===== src/rtl/rv32_pkg.sv =====
// Shared RV32 execute-stage types: ALU function codes, flag bit positions
// and the ALU arbiter state encoding.
package rv32_pkg;

  localparam int unsigned FOP_W  = 4;
  localparam int unsigned FLAG_W = 4;

  // ALU function codes; values 9..15 are unassigned and make the ALU return 0
  typedef enum logic [FOP_W-1:0] {
    FOP_ADD = 4'd0,
    FOP_SUB = 4'd1,
    FOP_AND = 4'd2,
    FOP_OR  = 4'd3,
    FOP_XOR = 4'd4,
    FOP_SLL = 4'd5,
    FOP_SRL = 4'd6,
    FOP_SRA = 4'd7,
    FOP_IMM = 4'd8
  } fop_t;

  // Bit positions inside the {Z,N,C,V} flag vector
  localparam int unsigned FLAG_Z = 3;
  localparam int unsigned FLAG_N = 2;
  localparam int unsigned FLAG_C = 1;
  localparam int unsigned FLAG_V = 0;

  typedef enum logic [1:0] {
    IDLE = 2'd0,
    EXEC = 2'd1,
    RESP = 2'd2
  } arb_state_t;

endpackage


===== src/rtl/rr_arb2.sv =====
// Two-way round-robin grant.
//   req_valid : request bits from requesters 0 and 1
//   rr_ptr    : preferred requester when both are valid
//   grant_c   : one-hot grant (all zero when nothing is valid)
module rr_arb2 (
  input  logic [1:0] req_valid,
  input  logic       rr_ptr,
  output logic [1:0] grant_c
);

  // The pointed-to requester wins if valid; otherwise the other one may take it
  always_comb begin
    grant_c = 2'b00;
    if (rr_ptr == 1'b0) begin
      grant_c[0] = req_valid[0];
      grant_c[1] = req_valid[1] & ~req_valid[0];
    end else begin
      grant_c[1] = req_valid[1];
      grant_c[0] = req_valid[0] & ~req_valid[1];
    end
  end

endmodule


===== src/rtl/alu_arbiter.sv =====
// Shares one combinational RV32 ALU between two requesters (0: execute-stage
// integer ops, 1: branch-compare / address generation). One operation in
// flight: IDLE grants and latches operands, EXEC lets the ALU evaluate the
// registered operands and captures result/flags, RESP holds the response
// until the owning requester accepts it.
//   req_*      : valid/ready request side, operands and fop per requester
//   alu_*      : registered operands to the ALU, result/flags back from it
//   rsp_*      : valid/ready response side, shared result/flags bus
//   busy       : high whenever the FSM is not in IDLE
module alu_arbiter
  import rv32_pkg::*;
#(
  parameter int unsigned WIDTH = 32,
  parameter int unsigned FOPW  = 4
) (
  input  logic             clk,
  input  logic             nRst,
  input  logic [1:0]       req_valid,
  output logic [1:0]       req_ready,
  input  logic [WIDTH-1:0] req_rda0,
  input  logic [WIDTH-1:0] req_rda1,
  input  logic [WIDTH-1:0] req_rdb0,
  input  logic [WIDTH-1:0] req_rdb1,
  input  logic [FOPW-1:0]  req_fop0,
  input  logic [FOPW-1:0]  req_fop1,
  output logic [WIDTH-1:0] alu_rda,
  output logic [WIDTH-1:0] alu_rdb,
  output logic [FOPW-1:0]  alu_fop,
  input  logic [WIDTH-1:0] alu_result,
  input  logic [3:0]       alu_flags,
  output logic [1:0]       rsp_valid,
  input  logic [1:0]       rsp_ready,
  output logic [WIDTH-1:0] rsp_result,
  output logic [3:0]       rsp_flags,
  output logic             busy
);

  arb_state_t       state, state_nxt;
  logic             rr_ptr, rr_ptr_nxt;
  logic             owner, owner_nxt;
  logic [WIDTH-1:0] alu_rda_nxt, alu_rdb_nxt;
  logic [FOPW-1:0]  alu_fop_nxt;
  logic [1:0]       rsp_valid_nxt;
  logic [WIDTH-1:0] rsp_result_nxt;
  logic [3:0]       rsp_flags_nxt;
  logic             busy_nxt;
  logic [1:0]       grant_c;

  rr_arb2 u_rr_arb2 (
    .req_valid (req_valid),
    .rr_ptr    (rr_ptr),
    .grant_c   (grant_c)
  );

  // State and datapath registers
  always_ff @(posedge clk or negedge nRst) begin
    if (!nRst) begin
      state      <= IDLE;
      rr_ptr     <= 1'b0;
      owner      <= 1'b0;
      alu_rda    <= '0;
      alu_rdb    <= '0;
      alu_fop    <= FOPW'(FOP_ADD);
      rsp_valid  <= 2'b00;
      rsp_result <= '0;
      rsp_flags  <= 4'b0000;
      busy       <= 1'b0;
    end else begin
      state      <= state_nxt;
      rr_ptr     <= rr_ptr_nxt;
      owner      <= owner_nxt;
      alu_rda    <= alu_rda_nxt;
      alu_rdb    <= alu_rdb_nxt;
      alu_fop    <= alu_fop_nxt;
      rsp_valid  <= rsp_valid_nxt;
      rsp_result <= rsp_result_nxt;
      rsp_flags  <= rsp_flags_nxt;
      busy       <= busy_nxt;
    end
  end

  // Next-state logic; req_ready is the only combinational output
  always_comb begin
    state_nxt      = state;
    rr_ptr_nxt     = rr_ptr;
    owner_nxt      = owner;
    alu_rda_nxt    = alu_rda;
    alu_rdb_nxt    = alu_rdb;
    alu_fop_nxt    = alu_fop;
    rsp_valid_nxt  = rsp_valid;
    rsp_result_nxt = rsp_result;
    rsp_flags_nxt  = rsp_flags;
    busy_nxt       = busy;
    req_ready      = 2'b00;

    case (state)
      IDLE: begin
        if (grant_c != 2'b00) begin
          req_ready   = grant_c;
          owner_nxt   = grant_c[1];
          alu_rda_nxt = grant_c[1] ? req_rda1 : req_rda0;
          alu_rdb_nxt = grant_c[1] ? req_rdb1 : req_rdb0;
          alu_fop_nxt = grant_c[1] ? req_fop1 : req_fop0;
          busy_nxt    = 1'b1;
          state_nxt   = EXEC;
        end
      end
      EXEC: begin
        rsp_result_nxt = alu_result;
        rsp_flags_nxt  = alu_flags;
        rsp_valid_nxt  = {owner, ~owner};
        state_nxt      = RESP;
      end
      RESP: begin
        // Only the owner's ready bit can retire the response
        if (rsp_ready[owner]) begin
          rsp_valid_nxt = 2'b00;
          rr_ptr_nxt    = ~owner;
          busy_nxt      = 1'b0;
          state_nxt     = IDLE;
        end
      end
      default: begin
        rsp_valid_nxt = 2'b00;
        busy_nxt      = 1'b0;
        state_nxt     = IDLE;
      end
    endcase
  end

endmodule


===== config.mk =====
export PLATFORM = sky130hd
export DESIGN_NAME = alu_arbiter
export DESIGN_NICKNAME = d
export VERILOG_FILES = /design/src/rtl/rv32_pkg.sv /design/src/rtl/rr_arb2.sv /design/src/rtl/alu_arbiter.sv
export SDC_FILE = /design/constraint.sdc
export NUM_CORES = 1
export LEC_CHECK = 0
export CORE_MARGIN = 10
export CORE_UTILIZATION = 39
export CTS_CLUSTER_DIAMETER = 100
export DETAILED_ROUTE_END_ITERATION = 6
export GPL_ROUTABILITY_DRIVEN = 0
export PLACE_DENSITY_LB_ADDON = 0.05
export SLEW_MARGIN = 20
export SYNTH_ARGS = -nofsm -noshare
export SYNTH_HDL_FRONTEND = slang
export SYNTH_SLANG_ARGS = --single-unit

===== constraint.sdc =====
create_clock -name clk -period 2.1 [get_ports clk]
set_input_delay 0.42 -clock clk [delete_from_list [all_inputs] [get_ports clk]]
set_output_delay 0.42 -clock clk [all_outputs]
set_load 0.02 [all_outputs]

After elaboration in Yosys (flattened, before gate mapping)

Cells that the tools add are included.

Register bits after elaboration: 111
Input port bits: 178

$lt $le $gt $ge: 1
Equal/unequal tests: 4
Muxes and demuxes: 15
Bitwise logic cells: 7
Reductions and logical operators: 7

Operators by type and width:

| kind                 | number |
|---|---|
| $mux W32             | 2 |
| $pmux W2 S3          | 2 |
| $mux W2              | 5 |
| $reduce_and A2 Y1    | 4 |
| $not A1 Y1           | 5 |
| $mux W1              | 4 |
| $mux W4              | 1 |
| $ne A2 B2 Y1 const B | 2 |
| $pmux W1 S3          | 1 |
| $reduce_and A3 Y1    | 1 |
| $and A1 B1 Y1        | 2 |
| $eq A2 B1 Y1 const B | 1 |
| $eq A2 B2 Y1 const B | 1 |
| $logic_not A2 Y1     | 1 |
| $lt A1 B2 Y1 const B | 1 |
| $reduce_bool A2 Y1   | 1 |

Longest topological paths before layout

Gate-level depths: netlist (run 1).

Depth in word-level cells: 6
Mapped depth: 7
Depth with buffers taken out: 3

Hierarchy

A second synthesis (run 1) with hierarchy kept.

Cell total of the unflattened synthesis: 330
Area total of the unflattened synthesis: 5367.6 um2

Modules (own cells, without submodules):

| module      | times used | cells an instance | area an instance (um2) |
|---|---|---|---|
| alu_arbiter | 1          | 327               | 5348.9 |
| rr_arb2     | 1          | 3                 | 18.8 |

Least setup slack after synthesis (run 1)

OpenSTA, ideal clock, no wires.

Path kind: input to output
From: input port req_valid[1]
To: output port req_ready[1]
Arrival: 1.506 ns
Required time: 1.680 ns
Slack: 0.174 ns
Cell stages on the path: 5
Buffers on the path: 3
Cells stage by stage: buf_4 clkbuf_1 clkbuf_1 nand2_1 nor2_1

Longest elaborated chain between the ends: 6
Elaborated cells between the ends (all ways): 7
Classes of those cells: 3 x mux; 3 x bitwise; 1 x reduce/logical

RTL lines:

| what               | RTL line          | source |
|---|---|---|
| start, declared    | alu_arbiter.sv:18 | `input logic [1:0] req_valid,` |
| $not A1 Y1         | rr_arb2.sv:19     | `grant_c[0] = req_valid[0] & ~req_valid[1];` |
| $and A1 B1 Y1      | rr_arb2.sv:19     |  |
| $mux W2 (*)        | rr_arb2.sv:14     | `if (rr_ptr == 1'b0) begin` |
| $reduce_bool A2 Y1 | alu_arbiter.sv:98 | `if (grant_c != 2'b00) begin` |
| $mux W2 (*)        | alu_arbiter.sv:98 |  |
| $mux W2 (*)        | alu_arbiter.sv:96 | `case (state)` |
| end, declared      | alu_arbiter.sv:19 | `output logic [1:0] req_ready,` |

Every way passes the cells marked *; elsewhere a longest branch is shown, timed or not.

Worst setup path after layout (run 1)

From: register state[1]
To: output port req_ready[1]

Longest elaborated chain between the ends: 2

RTL lines:

| what                   | RTL line          | source |
|---|---|---|
| start, declared        | alu_arbiter.sv:38 | `arb_state_t state, state_nxt;` |
| start signal, assigned | alu_arbiter.sv:69 | `state <= state_nxt;` |
| $logic_not A2 Y1       | alu_arbiter.sv:96 |  |
| $mux W2                | alu_arbiter.sv:96 |  |

Every way passes these cells.

==> results of run 1 <==
sequential cells by signal, indices dropped and copies added (netlist names):
signal,flops
alu_rdb,32
rr_ptr,1
rsp_result,32
rsp_valid,2
busy,1
state,2
rsp_flags,4
alu_rda,32
owner,1
alu_fop,4
layer usage:
| layer | track usage [%] | share of wire [%] | vias up |
|---|---|---|---|
| met3 | 7.24 | 10 | 24 |
| met5 | 0 | 0 | - |
| met1 | 25.9 | 38 | 2560 |
| met2 | 37.4 | 49 | 274 |
| li1 | - | - | 2374 |
| met4 | 6.77 | 2.0 | 0 |
kinds of logic (layout without fill, tap and decap cells):
kind of cell           count (synthesis)  after routing  share of synthesized area (%)
AOI/OAI and AO/OA                    212            212                           23.0
buffers and inverters                 62            322                           5.53
DFF                                  111            111                           54.8
muxes                                 38             38                           8.40
and+or+nand+nor                       82             82                           8.20
cell type report:
| cell class | instances | share of cell area (%) |
|---|---|---|
| clock buffers | 11 | 2.79 |
| multi-input cells | 332 | 24.2 |
| repair buffers | 302 | 36.2 |
| well taps | 172 | 2.58 |
| flip-flops and latches | 111 | 33.3 |
| clock inverters | 5 | 0.705 |
| inverters | 4 | 0.180 |
power breakdown:
group / total, W / internal [W] / switching (W)
logic: 0.00692 / 0.00324 / 0.00369
clock network: 0.00173 / 0.000928 / 0.000800
registers: 0.00388 / 0.00324 / 0.000638
total: 0.0125 / 0.00741 / 0.00513
per-stage QoR:
stage / cell area (um^2) / setup WS [ns]
floorplan: 5070 / 0.174
global placement: 8050 / -0.0765
detailed placement: 8050 / -0.0747
CTS: 8340 / 0.140
global route: 8340 / 0.0300
finish: 8340 / 0.154
placed cells by master (no fill, tap or decap), types with 2 or more instances in the layout:
master	n
o21ai_1	3
mux2i_1	2
buf_12	4
clkbuf_1	2
dfrtp_1	111
a31oi_1	69
dlygate4sd2_1	2
clkbuf_16	9
nor2_1	2
o2bb2ai_1	2
o21ai_0	65
a21oi_1	69
mux2_1	2
mux2_2	34
clkdlybuf4s50_1	282
clkinvlp_4	2
nand3_1	68
nand2_1	4
inv_1	3
buf_4	13
worst paths after layout:
path	slack [ns]	start	to
min in group clk	0.43	req_valid[1]	owner
worst max-delay path	0.15	state[1]	req_ready[1]
max in group asynchronous	1.36	nRst	alu_fop[3]
worst max register to register	0.21	state[1]	alu_rdb[0]
worst min-delay path	0.01	nRst	rsp_result[13]
worst min register to register	0.50	rsp_result[27]	rsp_result[27]
worst max-delay path: cells and delay by family (launching register included):
family / cells / cell delay, ns
and+or+nand+nor: 2 / 0.22
buffers and inverters: 2 / 0.48
DFF: 1 / 0.48
==> flow_metrics.py, run 1 <==
metrics = {
    "synthesis": {
        "synth_fp_nets": 683,
        "yosysUniqueCellTypes": 30,
        "syn_avg_cell_area_um2": 10.0,
        "synthTopCellsByCount": "dfrtp_1 (111), a21oi_1 (69), a31oi_1 (69), nand3_1 (68), o21ai_0 (65)",
        "ys_top_cells_by_area": "dfrtp_1 (55%), a31oi_1 (8.5%), mux2_2 (7.6%), a21oi_1 (6.8%), nand3_1 (6.7%)",
        "syn_area_um2": 5070,
        "yosysTopAreaCell": "dfrtp_1",
        "asyncSetResetFlopFracSynth_pct": 100,
        "yosysWarnings": 0,
        "synth-seq-cells": 111,
        "yosysTopAreaCellShare_pct": 54.8,
        "synth.most_common_cell": "dfrtp_1",
        "ys_seq_area_share_pct": 54.8,
        "synth_flop_cell": "dfrtp_1",
        "synth-edff-count": 0,
        "postSynthCellCount": 505,
    },
    "timing": {
        "slew_viol_final": 0,
        "tightest_slew_ns": 0.796,
        "fin_worst_skew_ns": 0.00916,
        "post-route-period-util_pct": 92.7,
        "whs_ns": 0.0131,
        "maxSlewHeadroom_pct": 46.9,
        "tns_ns": 0,
        "rsz0062_at_grt": "no",
        "fmax_ghz": 0.514,
        "setup_violations": 0,
        "min_period_ns": 1.95,
        "finalHoldViolCount": 0,
    },
    "critical_path": {
        "crit_slowest_cell": "dfrtp_1",
        "path_class": "flop to primary output",
        "arrival_ns": 1.53,
        "critPathMaxFanout": 7,
        "crit_chain": "inv_1, nand2_1, nor2_1, dlygate4sd2_1",
        "critPathCaptureType": "primary output",
        "worstPathRequired_ns": 1.68,
        "max_stage_delay_ns": 0.48,
        "reg2reg_depth": 5,
        "start_kind": "flop",
    },
    "clock_tree": {
        "clkSlewWorstSetupHoldPaths_ns": 0.08,
        "cts_max_level": 3,
        "cts_tree": "yes",
        "clkLatencyLatePin_ns": 0.35,
        "numClockSinks": 111,
        "postCtsSetupBuffers": 0,
        "clockBufferDepth": 2,
        "cts.hold.buffers_added": 0,
        "root_buffer": "clkbuf_16",
        "numCtsBuffers": 9,
        "cts_resized": 2,
    },
    "cells_and_area": {
        "layoutNonFillerInstCount": 937,
        "multi_input_comb_area_um2": 2020,
        "nets": 938,
        "drive_above_1_share_pct": 9.54,
        "nFillCells": 1089,
        "diodes": 0,
        "seqCellArea_um2": 2780,
        "area_growth_pct": 64.6,
        "postLayoutCoreUtil_pct": 65.8,
    },
    "route": {
        "vias_per_cell": 5.58,
        "drt_iter0_drc": 457,
        "wl_um": 20500,
        "drc_errors": 0,
        "vias": 5232,
        "wl_per_cell_um": 21.9,
        "antenna_left": 0,
        "dr.pass1.iters": 4,
    },
    "global_routing": {
        "grt_pass1_wl_um": 31800,
        "grt.total_usage_pct": 22.1,
        "grt_max_degree": 69,
        "first_global_vias": 5534,
        "antenna_found_initial": 0,
        "grt_overflow": 0,
    },
    "floorplan": {
        "io_pins": 287,
        "die_height_um": 134,
        "core-area_um2": 12700,
        "die_x_um": 134,
        "start_util_pct": 40.0,
        "dieArea_um2": 17900,
        "num_rows": 41,
    },
    "power_and_ir_drop": {
        "power_w": 0.0125,
        "vdd_drop_max_mv": 0.903,
        "p_per_area_nw_per_um2": 1500,
        "leakage_nw": 3.21,
    },
    "placement": {
        "place_inst": 921,
        "io_buffers": 286,
        "place_hpwl_um": 14800,
    },
    "job": {
        "maxCapViolations": 0,
    },
    "min_path": {
        "holdCritPathClass": "input pin to asynchronous set/reset pin",
    },
    "status": {
        "status": "finished, final reports clean",
    },
}
Power figures use the tool's default switching activity.
==> run 2: changes to the inputs <==
--- a/config.mk
+++ b/config.mk
@@ -5,8 +5,11 @@
 export SDC_FILE = /design/constraint.sdc
 export NUM_CORES = 1
 export LEC_CHECK = 0
+export ABC_AREA = 1
+export CELL_PAD_IN_SITES_DETAIL_PLACEMENT = 1
+export CELL_PAD_IN_SITES_GLOBAL_PLACEMENT = 1
 export CORE_MARGIN = 10
-export CORE_UTILIZATION = 39
+export CORE_UTILIZATION = 26
 export CTS_CLUSTER_DIAMETER = 100
 export DETAILED_ROUTE_END_ITERATION = 6
 export GPL_ROUTABILITY_DRIVEN = 0
==> run 2 against run 1 <==
  * Worst hold slack better by 0.45 ns
  * Via count up 5.3%
  * Final cell count up 33%
  * Power down 4.7%
  * Clock power down 3%
  * Wire length up 6.6%
  * Critical path depth up 1
  * Flip-flop and latch count unchanged
  * Synthesized cell count up 40%
  * Non-clock buffer count up 1
  * Highest routed layer unchanged
==> flow_metrics.py, run 2 <==
metrics = {
    "synthesis": {
        "yosysTopAreaCellShare_pct": 53.6,
        "postSynthCellCount": 707,
        "synth-edff-count": 0,
        "synth-seq-cells": 111,
        "syn_area_um2": 5180,
        "synth_flop_cell": "dfrtp_1",
        "yosysTopAreaCell": "dfrtp_1",
        "ys_seq_area_share_pct": 53.6,
        "ys_top_cells_by_area": "dfrtp_1 (54%), nand2_1 (33%), nand3_1 (6.9%), buf_2 (2.1%), buf_1 (0.65%)",
        "synth_fp_nets": 885,
        "synth.most_common_cell": "nand2_1",
        "synthTopCellsByCount": "nand2_1 (462), dfrtp_1 (111), nand3_1 (71), buf_2 (22), buf_1 (9)",
        "yosysUniqueCellTypes": 19,
        "yosysWarnings": 0,
        "syn_avg_cell_area_um2": 7.33,
        "asyncSetResetFlopFracSynth_pct": 100,
    },
    "clock_tree": {
        "clockBufferDepth": 2,
        "clkLatencyLatePin_ns": 0.36,
        "numClockSinks": 111,
        "clkSlewWorstSetupHoldPaths_ns": 0.07,
        "numCtsBuffers": 9,
        "root_buffer": "clkbuf_16",
        "cts_max_level": 3,
        "cts_tree": "yes",
        "postCtsSetupBuffers": 0,
    },
    "timing": {
        "slew_viol_final": 0,
        "fmax_ghz": 0.509,
        "tightest_slew_ns": 0.694,
        "min_period_ns": 1.96,
        "rsz0062_at_grt": "no",
        "fin_worst_skew_ns": 0.0115,
        "post-route-period-util_pct": 93.5,
        "maxSlewHeadroom_pct": 53.7,
        "finalHoldViolCount": 0,
        "setup_violations": 0,
    },
    "route": {
        "vias": 5509,
        "dr.pass1.iters": 4,
        "antenna_left": 0,
        "drt_iter0_drc": 215,
        "vias_per_cell": 4.42,
        "drc_errors": 0,
        "wl_per_cell_um": 17.5,
        "wl_um": 21900,
    },
    "global_routing": {
        "first_global_vias": 6239,
        "grt_max_degree": 64,
        "grt.total_usage_pct": 16.8,
        "antenna_found_initial": 1,
        "grt_overflow": 0,
        "grt_pass1_wl_um": 35000,
    },
    "cells_and_area": {
        "area_growth_pct": 66.3,
        "nets": 1155,
        "stdcell_area_um2": 8620,
        "layout_commonest_cell": "nand2_1",
        "postLayoutCoreUtil_pct": 44.2,
        "nFillCells": 2382,
        "mostFrequentLayoutCells": "nand2_1 (462), clkdlybuf4s50_1 (282), dfrtp_1 (111), nand3_1 (71), buf_4 (12)",
        "drive_above_1_share_pct": 4.18,
        "top_regs": "alu_rda (32), alu_rdb (32), rsp_result (32)",
    },
    "power_and_ir_drop": {
        "leakage_nw": 4.31,
        "vdd_drop_max_mv": 0.488,
        "p_per_area_nw_per_um2": 1380,
    },
    "critical_path": {
        "start_kind": "input pin",
        "max_stage_delay_ns": 0.50,
        "crit_chain": "clkdlybuf4s50_1, nand2_2, nand3_1, inv_1, dlygate4sd2_1",
        "critPathCaptureType": "primary output",
        "cp_num_buf_inv": 3,
        "worstPathRequired_ns": 1.68,
        "arrival_ns": 1.54,
        "path_class": "input pin to primary output",
        "critPathMaxFanout": 3,
        "crit_family": "buffers and inverters",
        "crit_slowest_cell": "clkdlybuf4s50_1",
    },
    "floorplan": {
        "core-area_um2": 19500,
        "num_rows": 51,
        "dieArea_um2": 26000,
        "die_height_um": 161,
        "start_util_pct": 26.5,
        "io_pins": 287,
        "die_x_um": 161,
    },
    "placement": {
        "place_hpwl_um": 17000,
        "placed_area_um2": 8330,
        "io_buffers": 286,
    },
    "job": {
        "maxCapViolations": 0,
    },
    "status": {
        "status": "finished, final reports clean",
    },
    "min_path": {
        "holdCritPathClass": "input pin to flop",
    },
}
[run 2: cell types whose count changed in the layout (fill, tap and decap cells not counted), sizes merged, moves of 3 or more]
cell,delta
nand3,+3
inv,+6
a31oi,-69
o21ai,-67
mux2,-36
a21oi,-68
nand2,+460
[run 2: cells by family after synthesis]
| group | count (synthesis) | synth area share [%] |
|---|---|---|
| AND/OR/NAND/NOR | 540 | 41.1 |
| flip-flops | 111 | 53.6 |
| buffers and inverters | 52 | 4.80 |
| AO/OA/AOI/OAI | 4 | 0.483 |
[run 2: layout make-up]
class                      count  area (um^2)  share of cell area (%)
antenna                        1         2.50                  0.0290
clock buffer                   9          225                    2.61
clock inverter                 6         53.8                   0.624
inverter                       8         30.0                   0.348
multi-input combinational    544         2160                    25.0
sequential                   111         2780                    32.2
tap                          265          332                    3.85
timing repair buffer         303         3040                    35.3
[run 2: what timing repair did]
action,4_1_cts,5_1_grt
endpoints found under the hold margin,14,0
setup endpoints to repair,2,1
hold buffers,1,0
gates resized for setup,6,1
[run 2: path summary, 6_finish.rpt]
kind                               from            to  slack [ns]  cells after the start
hold reg to reg             alu_rdb[14]   alu_rdb[14]        0.48                      2
hold / removal             req_valid[1]         owner        0.46                      3
setup / recovery           req_valid[0]  req_ready[1]        0.14                      5
min in group asynchronous          nRst   alu_rda[12]        0.47                      2
setup reg to reg                 rr_ptr   alu_rdb[12]        0.36                      8
max in group asynchronous          nRst   alu_rda[29]        1.04                      3
[run 2: power breakdown]
| group | switching [W] | internal [W] | leakage [nW] |
|---|---|---|---|
| logic | 0.00377 | 0.00277 | 2.80 |
| clock network | 0.000853 | 0.000819 | 0.134 |
| registers | 0.000558 | 0.00317 | 1.38 |
[run 2: per-layer routing]
| metal | vias to the layer above | GRT usage, % | wire length, um |
|---|---|---|---|
| met4 | 0 | 4.63 | 314 |
| met1 | 2620 | 19.0 | 8860 |
| met5 | - | 0 | 0 |
| li1 | 2705 | - | - |
| met3 | 16 | 6.89 | 1930 |
| met2 | 168 | 28.6 | 10800 |
[run 2: through the flow]
stage | setup TNS (ns) | setup WS [ns] | cells | total power, W | hold WS (ns)
6_report | 0 | 0.136 | 1247 | 0.0119 | 0.462
5_1_grt | 0 | 0.0157 | 1247 | 0.0129 | 0.486
4_1_cts | 0 | 0.0180 | 1246 | 0.0122 | 0.455
3_5_place_dp | -12.31 | -0.318 | 1230 | 0.0105 | 0.304
3_3_place_gp | -9.43 | -0.293 | 1230 | 0.0103 | 0.301
2_1_floorplan | 0 | 0.314 | 707 | 0.00706 | 0.124
[run 2: worst min-delay path: stages]
cell     delay (ns)
buf_2          0.15
nand3_1        0.11
o21ai_0        0.09
